**config.mk**
```make
export PLATFORM = sky130hd
export DESIGN_NAME = dm_arbiter_flat
export DESIGN_NICKNAME = d
export VERILOG_FILES = /design/src/rtl/dm_arbiter_if.sv /design/src/rtl/dm_arbiter.sv /design/src/flat_wrapper.sv
export SDC_FILE = /design/constraint.sdc
export NUM_CORES = 1
export LEC_CHECK = 0
export ABC_CLOCK_PERIOD_IN_PS = 5600
export CORE_ASPECT_RATIO = 0.8
export CORE_MARGIN = 2
export CORE_UTILIZATION = 37
export DETAILED_ROUTE_END_ITERATION = 12
export PLACE_DENSITY = 0.91
export SLEW_MARGIN = 10
export SYNTH_ARGS = -nofsm -noshare
export SYNTH_HDL_FRONTEND = slang
export SYNTH_SLANG_ARGS = --single-unit
```
**constraint.sdc**
```tcl
create_clock -name clk -period 5.6 [get_ports clk]
set_input_delay 1.68 -clock clk [delete_from_list [all_inputs] [get_ports clk]]
set_output_delay 1.68 -clock clk [all_outputs]
set_load 0.01 [all_outputs]
```
**src/rtl/dm_arbiter_if.sv**
```systemverilog
// dm_arbiter_if: requester, com-port and DRAM-side signals of dm_arbiter.
interface dm_arbiter_if #(
  parameter int NUM_C = 4,
  parameter int AW = 16,
  parameter int DW = 16
);
  logic [1:0] status;
  logic [NUM_C-1:0] core_req;
  logic [NUM_C-1:0] core_we;
  logic [NUM_C*AW-1:0] core_addr;
  logic [NUM_C*DW-1:0] core_wdata;
  logic [NUM_C-1:0] core_gnt;
  logic [NUM_C-1:0] core_rvalid;
  logic com_req;
  logic com_we;
  logic [AW-1:0] com_addr;
  logic [DW-1:0] com_wdata;
  logic com_gnt;
  logic com_rvalid;
  logic [DW-1:0] rdata;
  logic mem_we;
  logic [AW-1:0] mem_addr;
  logic [DW-1:0] mem_wdata;
  logic [DW-1:0] mem_rdata;
  logic busy;
  modport master (
    output status, core_req, core_we, core_addr, core_wdata,
    output com_req, com_we, com_addr, com_wdata, mem_rdata,
    input core_gnt, core_rvalid, com_gnt, com_rvalid, rdata,
    input mem_we, mem_addr, mem_wdata, busy
  );
  modport slave (
    input status, core_req, core_we, core_addr, core_wdata,
    input com_req, com_we, com_addr, com_wdata, mem_rdata,
    output core_gnt, core_rvalid, com_gnt, com_rvalid, rdata,
    output mem_we, mem_addr, mem_wdata, busy
  );
endinterface

```
**src/rtl/dm_arbiter.sv**
```systemverilog
// dm_arbiter: single-port DRAM arbitration for NUM_C cores and the com port.
// Round-robin among cores by default; define DM_ARB_FIXED_PRIO_EN for lowest-index-wins.
module dm_arbiter #(
  parameter int NUM_C = 4,
  parameter int AW = 16,
  parameter int DW = 16
) (
  input logic clk,
  input logic rst,
  dm_arbiter_if.slave bus
);
  localparam int LW = NUM_C > 1 ? $clog2(NUM_C) : 1;
  logic [NUM_C-1:0] core_ok;
  logic com_ok;
  logic win_core;
  logic win;
  logic win_we;
  logic [LW-1:0] win_idx;
  logic [AW-1:0] win_addr;
  logic [DW-1:0] win_wdata;
`ifndef DM_ARB_FIXED_PRIO_EN
  logic [LW-1:0] last;
`endif
  // last cycle's grantee still holds its request, so it sits this cycle out
  assign core_ok = bus.status == 2'b10 ? bus.core_req & ~bus.core_gnt : '0;
  assign com_ok = bus.status[0] & bus.com_req & ~bus.com_gnt;
  always_comb begin
    int j;
    j = 0;
    win_core = 1'b0;
    win_idx = '0;
    for (int i = NUM_C; i >= 1; i--) begin
`ifdef DM_ARB_FIXED_PRIO_EN
      j = i - 1;
`else
      j = (int'(last) + i) % NUM_C;
`endif
      if (core_ok[j[LW-1:0]]) begin
        win_core = 1'b1;
        win_idx = j[LW-1:0];
      end
    end
  end
  assign win = win_core | com_ok;
  assign win_we = win_core ? bus.core_we[win_idx] : bus.com_we;
  assign win_addr = win_core ? bus.core_addr[win_idx*AW +: AW] : bus.com_addr;
  assign win_wdata = win_core ? bus.core_wdata[win_idx*DW +: DW] : bus.com_wdata;
  // read data passes straight from DRAM; busy marks a read on the port this cycle
  assign bus.rdata = (|bus.core_rvalid | bus.com_rvalid) ? bus.mem_rdata : '0;
  always_ff @(posedge clk or posedge rst) begin
    if (rst) begin
      bus.core_gnt <= '0;
      bus.com_gnt <= 1'b0;
      bus.core_rvalid <= '0;
      bus.com_rvalid <= 1'b0;
      bus.mem_we <= 1'b0;
      bus.mem_addr <= '0;
      bus.mem_wdata <= '0;
      bus.busy <= 1'b0;
    end else begin
      bus.core_gnt <= win_core ? NUM_C'(1) << win_idx : '0;
      bus.com_gnt <= com_ok;
      bus.core_rvalid <= bus.core_gnt & {NUM_C{bus.busy}};
      bus.com_rvalid <= bus.com_gnt & bus.busy;
      bus.mem_we <= win & win_we;
      bus.busy <= win & ~win_we;
      if (win) begin
        bus.mem_addr <= win_addr;
        bus.mem_wdata <= win_wdata;
      end
    end
  end
`ifndef DM_ARB_FIXED_PRIO_EN
  always_ff @(posedge clk or posedge rst) begin
    if (rst) last <= LW'(NUM_C - 1);
    else if (win_core) last <= win_idx;
  end
`endif
endmodule

```
**src/flat_wrapper.sv**
```systemverilog
// flat-port wrapper written by rule: the top's interface ports become plain ports
module dm_arbiter_flat 
#(
  parameter int NUM_C = 4,
  parameter int AW = 16,
  parameter int DW = 16
)
  (clk, rst, bus_status, bus_core_req, bus_core_we, bus_core_addr, bus_core_wdata, bus_com_req, bus_com_we, bus_com_addr, bus_com_wdata, bus_mem_rdata, bus_core_gnt, bus_core_rvalid, bus_com_gnt, bus_com_rvalid, bus_rdata, bus_mem_we, bus_mem_addr, bus_mem_wdata, bus_busy);
  dm_arbiter_if #(.NUM_C(NUM_C), .AW(AW), .DW(DW)) bus_i ();
  input logic clk;
  input logic rst;
  input wire logic [$bits(bus_i.status)-1:0] bus_status;
  input wire logic [$bits(bus_i.core_req)-1:0] bus_core_req;
  input wire logic [$bits(bus_i.core_we)-1:0] bus_core_we;
  input wire logic [$bits(bus_i.core_addr)-1:0] bus_core_addr;
  input wire logic [$bits(bus_i.core_wdata)-1:0] bus_core_wdata;
  input wire logic [$bits(bus_i.com_req)-1:0] bus_com_req;
  input wire logic [$bits(bus_i.com_we)-1:0] bus_com_we;
  input wire logic [$bits(bus_i.com_addr)-1:0] bus_com_addr;
  input wire logic [$bits(bus_i.com_wdata)-1:0] bus_com_wdata;
  input wire logic [$bits(bus_i.mem_rdata)-1:0] bus_mem_rdata;
  output wire logic [$bits(bus_i.core_gnt)-1:0] bus_core_gnt;
  output wire logic [$bits(bus_i.core_rvalid)-1:0] bus_core_rvalid;
  output wire logic [$bits(bus_i.com_gnt)-1:0] bus_com_gnt;
  output wire logic [$bits(bus_i.com_rvalid)-1:0] bus_com_rvalid;
  output wire logic [$bits(bus_i.rdata)-1:0] bus_rdata;
  output wire logic [$bits(bus_i.mem_we)-1:0] bus_mem_we;
  output wire logic [$bits(bus_i.mem_addr)-1:0] bus_mem_addr;
  output wire logic [$bits(bus_i.mem_wdata)-1:0] bus_mem_wdata;
  output wire logic [$bits(bus_i.busy)-1:0] bus_busy;
  assign bus_i.status = bus_status;
  assign bus_i.core_req = bus_core_req;
  assign bus_i.core_we = bus_core_we;
  assign bus_i.core_addr = bus_core_addr;
  assign bus_i.core_wdata = bus_core_wdata;
  assign bus_i.com_req = bus_com_req;
  assign bus_i.com_we = bus_com_we;
  assign bus_i.com_addr = bus_com_addr;
  assign bus_i.com_wdata = bus_com_wdata;
  assign bus_i.mem_rdata = bus_mem_rdata;
  assign bus_core_gnt = bus_i.core_gnt;
  assign bus_core_rvalid = bus_i.core_rvalid;
  assign bus_com_gnt = bus_i.com_gnt;
  assign bus_com_rvalid = bus_i.com_rvalid;
  assign bus_rdata = bus_i.rdata;
  assign bus_mem_we = bus_i.mem_we;
  assign bus_mem_addr = bus_i.mem_addr;
  assign bus_mem_wdata = bus_i.mem_wdata;
  assign bus_busy = bus_i.busy;
  dm_arbiter #(.NUM_C(NUM_C), .AW(AW), .DW(DW)) u_core (.clk(clk), .rst(rst), .bus(bus_i));
endmodule
```
==> results_dict.tcl <==
set metrics [dict create \
    finClkSkew_ns 0.00667 \
    cpMaxStageDelayCell "clkdlybuf4s50_1" \
    drtIter0Drc 199 \
    postSynthNetCount 568 \
    yosys.cell_types.count 34 \
    fp.coreArea_um2 8480 \
    die_h_um 87.8 \
    number_of_buffers_added_on_ports 249 \
    status "complete, no violations" \
    ctsHtreeMaxLevel 2 \
    vias_in_the_first_global_route 3654 \
    slew_headroom_pct 30.5 \
    number_of_antenna_violations_at_the_first_check_in_global_routing 0 \
    synth_top_cell_area_share_pct 33.9 \
    grt-ovfl-total 0 \
    dp_hpwl_um 9360 \
    async_flop_share_pct 100 \
    utilization_pct 69.9 \
    footprint_of_the_multi_input_gates_um2 1870 \
    die-width_um 109 \
    power_switching_uw 376 \
    internal_power_uw 827 \
    synth_cells 378 \
    synth_area_leader_cell "dfrtp_1" \
    cp-end-kind "output pin" \
    finalPower_mw 1.20 \
    power.combinational.fraction_pct 46.8 \
    max_stage_delay_ns 0.56 \
    ys_top_cells_by_count "nor2b_1, dfrtp_1, nand2b_1" \
    synthFlopType "dfrtp_1" \
    hold_class "flop to flop" \
    cpMostUsedCell "clkdlybuf4s50_1" \
    timing.setup.tns_ns 0 \
    fin_hold_ws_ns 0.547 \
    route.detailed.drc 0 \
    num-nets-final 800 \
    synthMostInstantiatedCell "nor2b_1" \
    drv_slew 0 \
    finalWeightedCongestion 0.802 \
    vias_per_cell 5.21 \
    netlist_area_um2 3240 \
    worst_r2r_path_depth 6 \
    globalRouteMet1Util_pct 29.0 \
    post-route-period-util_pct 81.1 \
    grt.met2_usage_pct 44.0 \
    post_cts_hold_buffer_count 0 \
    die_area_um2 9540 \
    global_route.peak_usage_layer "met2" \
    setup_violations 0 \
    grtUsageMet3_pct 5.13 \
    crit_path_cell_trace "clkdlybuf4s50_1, nor2b_1, clkdlybuf4s50_1" \
    share_clk_of_total_power_pct 16.6 \
    timing.fmax_ghz 0.220 \
    synth.yosys.seq_area_share_pct 35.6 \
    start_to_end_type_of_the_worst_setup_path "input pin to output pin" \
    numCtsBuffers 5 \
    critical_path.reg2reg.startpoint "u_core.last[0]$_DFFE_PP1N_" \
    dr.pass1.iters 4 \
    timing.rr.end "u_core.bus.mem_wdata[13]$_DFFE_PP0P_" \
    cts_tree "yes" \
    ctsLongestPathBuffers 2 \
    final_cells 723 \
    synth_edf_count 0 \
    clock_insertion_delay_worst_skew_ns 0.29 \
    detailroute.via_count 3764 \
    top_cells_by_area_in_the_synthesized_netlist "dfrtp_1, nor2b_1, a2bb2oi_1" \
    crit_path_max_fanout 1 \
    clk_root_buffer_cell "clkbuf_8" \
    synth_seq_cells 46 \
    cellLeakagePower_nw 2.33 \
    fillCellCount 651 \
    finalWirelength_um 12200 \
    worst_slew_pin_slew_ns 1.04 \
    layout.area.seq_um2 1150 \
    power.share.switching_pct 31.2 \
    worstPathRequired_ns 3.92 \
    synth_warnings 0 \
    start_kind "input pin" \
    clk_pin_slew_ns 0.08 \
    critPathArrivalTime_ns 2.86 \
    cts.sink_count 46 \
    floorplan_row_count 30 \
    number_of_hold_slack_violations_in_the_final_timing_report 0 \
    syn_area_per_cell_um2 8.58 \
    sequentialPowerShare_pct 36.7 \
    cts_setup_buffers 0 \
    synthToLayoutAreaGrowth_pct 82.8 \
    ioPinCount 250 \
    ant_nets 0 \
    placedCellCount 715 \
    cts_repair_resize_count 0 \
    vdd.ir_drop.worst_uv 106 \
    p_per_area_nw_per_um2 203 \
    reg_to_reg_slack_setup_ns 3.19 \
    route.detailed.wl_per_inst_um 16.8 \
    initial_utilization_pct 38.2 \
    antenna_cells 0 \
    rsz0062_at_grt "no" \
    grt_use_total_pct 24.0 \
    crit_path_start "bus_mem_rdata[2]" \
    cap_violations 0 \
    grt_start_max_net_pins 47 \
    drive_above_1_share_pct 3.11 \
    crit_path_end "bus_rdata[2]" \
    period_needed_ns 4.54 \
    grt_pass1_wl_um 18100 \
]
## worst min path at each step
stage | slack (ns) | endpoint | startpoint | depth (start not counted)
3_5_place_dp | 0.53 | u_core.bus.core_rvalid[0]$_DFF_PP0_ | u_core.bus.core_gnt[0]$_DFF_PP0_ | 1
6_report | 0.55 | u_core.bus.core_rvalid[0]$_DFF_PP0_ | u_core.bus.core_gnt[0]$_DFF_PP0_ | 1
2_1_floorplan | 0.55 | u_core.bus.com_rvalid$_DFF_PP0_ | u_core.bus.com_gnt$_DFF_PP0_ | 1
5_1_grt | 0.58 | u_core.bus.core_rvalid[0]$_DFF_PP0_ | u_core.bus.core_gnt[0]$_DFF_PP0_ | 1
3_3_place_gp | 0.52 | u_core.bus.core_rvalid[0]$_DFF_PP0_ | u_core.bus.core_gnt[0]$_DFF_PP0_ | 1
4_1_cts | 0.55 | u_core.bus.core_rvalid[0]$_DFF_PP0_ | u_core.bus.core_gnt[0]$_DFF_PP0_ | 1
## power groups by stage
stage	Sequential [mW]	Clock (mW)	Combinational, mW
floorplan	0.460	0	0.226
CTS	0.441	0.203	0.565
global route	0.451	0.215	0.605
global placement	0.444	0	0.551
detailed placement	0.447	0	0.562
finish	0.441	0.199	0.562
## through the flow
step / worst slack, ns / area (um2)
5_1_grt: 1.02 / 5930
3_5_place_dp: 1.08 / 5850
6_report: 1.06 / 5930
2_1_floorplan: 2.04 / 3240
3_3_place_gp: 1.09 / 5850
4_1_cts: 1.07 / 5930
## flip-flops by register name, indices dropped and copies added, names as in the netlist
name and count:
u_core.bus.mem_addr 16, u_core.bus.mem_wdata 16, u_core.bus.core_gnt 4, u_core.bus.core_rvalid 4, u_core.last 2, u_core.bus.busy 1
u_core.bus.com_gnt 1, u_core.bus.com_rvalid 1, u_core.bus.mem_we 1
## worst max-delay path, delay by kind of cell
family | cells | cell delay (ns)
buffers and inverters | 2 | 1.04
AND/OR/NAND/NOR | 1 | 0.14
## layout by cell type, fill, tap and decap left out, types with 3 or more instances in the layout
master / count
and2_1: 5
a21oi_1: 3
a22oi_1: 32
dfrtp_1: 44
o211ai_1: 3
a21o_1: 3
a2bb2oi_1: 32
buf_4: 3
a211oi_1: 33
nand2_1: 6
clkbuf_8: 5
clkdlybuf4s50_1: 249
nor2b_1: 51
o21ai_0: 4
o21ai_1: 33
inv_1: 35
nand2b_1: 38
clkbuf_1: 3
nor2_1: 5
## layout make-up
| type | instances | share of cell area, % |
|---|---|---|
| Tap cell | 112 | 2.36 |
| Timing Repair Buffer | 254 | 43.1 |
| Sequential cell | 46 | 19.4 |
| Multi-Input combinational cell | 267 | 31.5 |
| Inverter | 36 | 2.28 |
| Clock buffer | 8 | 1.35 |
## routing by layer
layer | share of wire (%) | vias up | wire length [um]
met1 | 40 | 1743 | 4860
met5 | 0 | - | 0
met4 | 1.8 | 0 | 221
met3 | 7.8 | 19 | 945
li1 | - | 1816 | -
met2 | 50 | 186 | 6130
## kinds of logic (layout without fill, tap and decap cells)
logic type / Yosys count / in the layout / synth area share (%)
AND/OR/NAND/NOR: 114 / 114 / 22.1
flip-flops: 46 / 46 / 35.6
AO/OA/AOI/OAI: 153 / 153 / 34.1
buffers and inverters: 65 / 298 / 8.18
No activity file was read; power rests on OpenSTA's default activity.
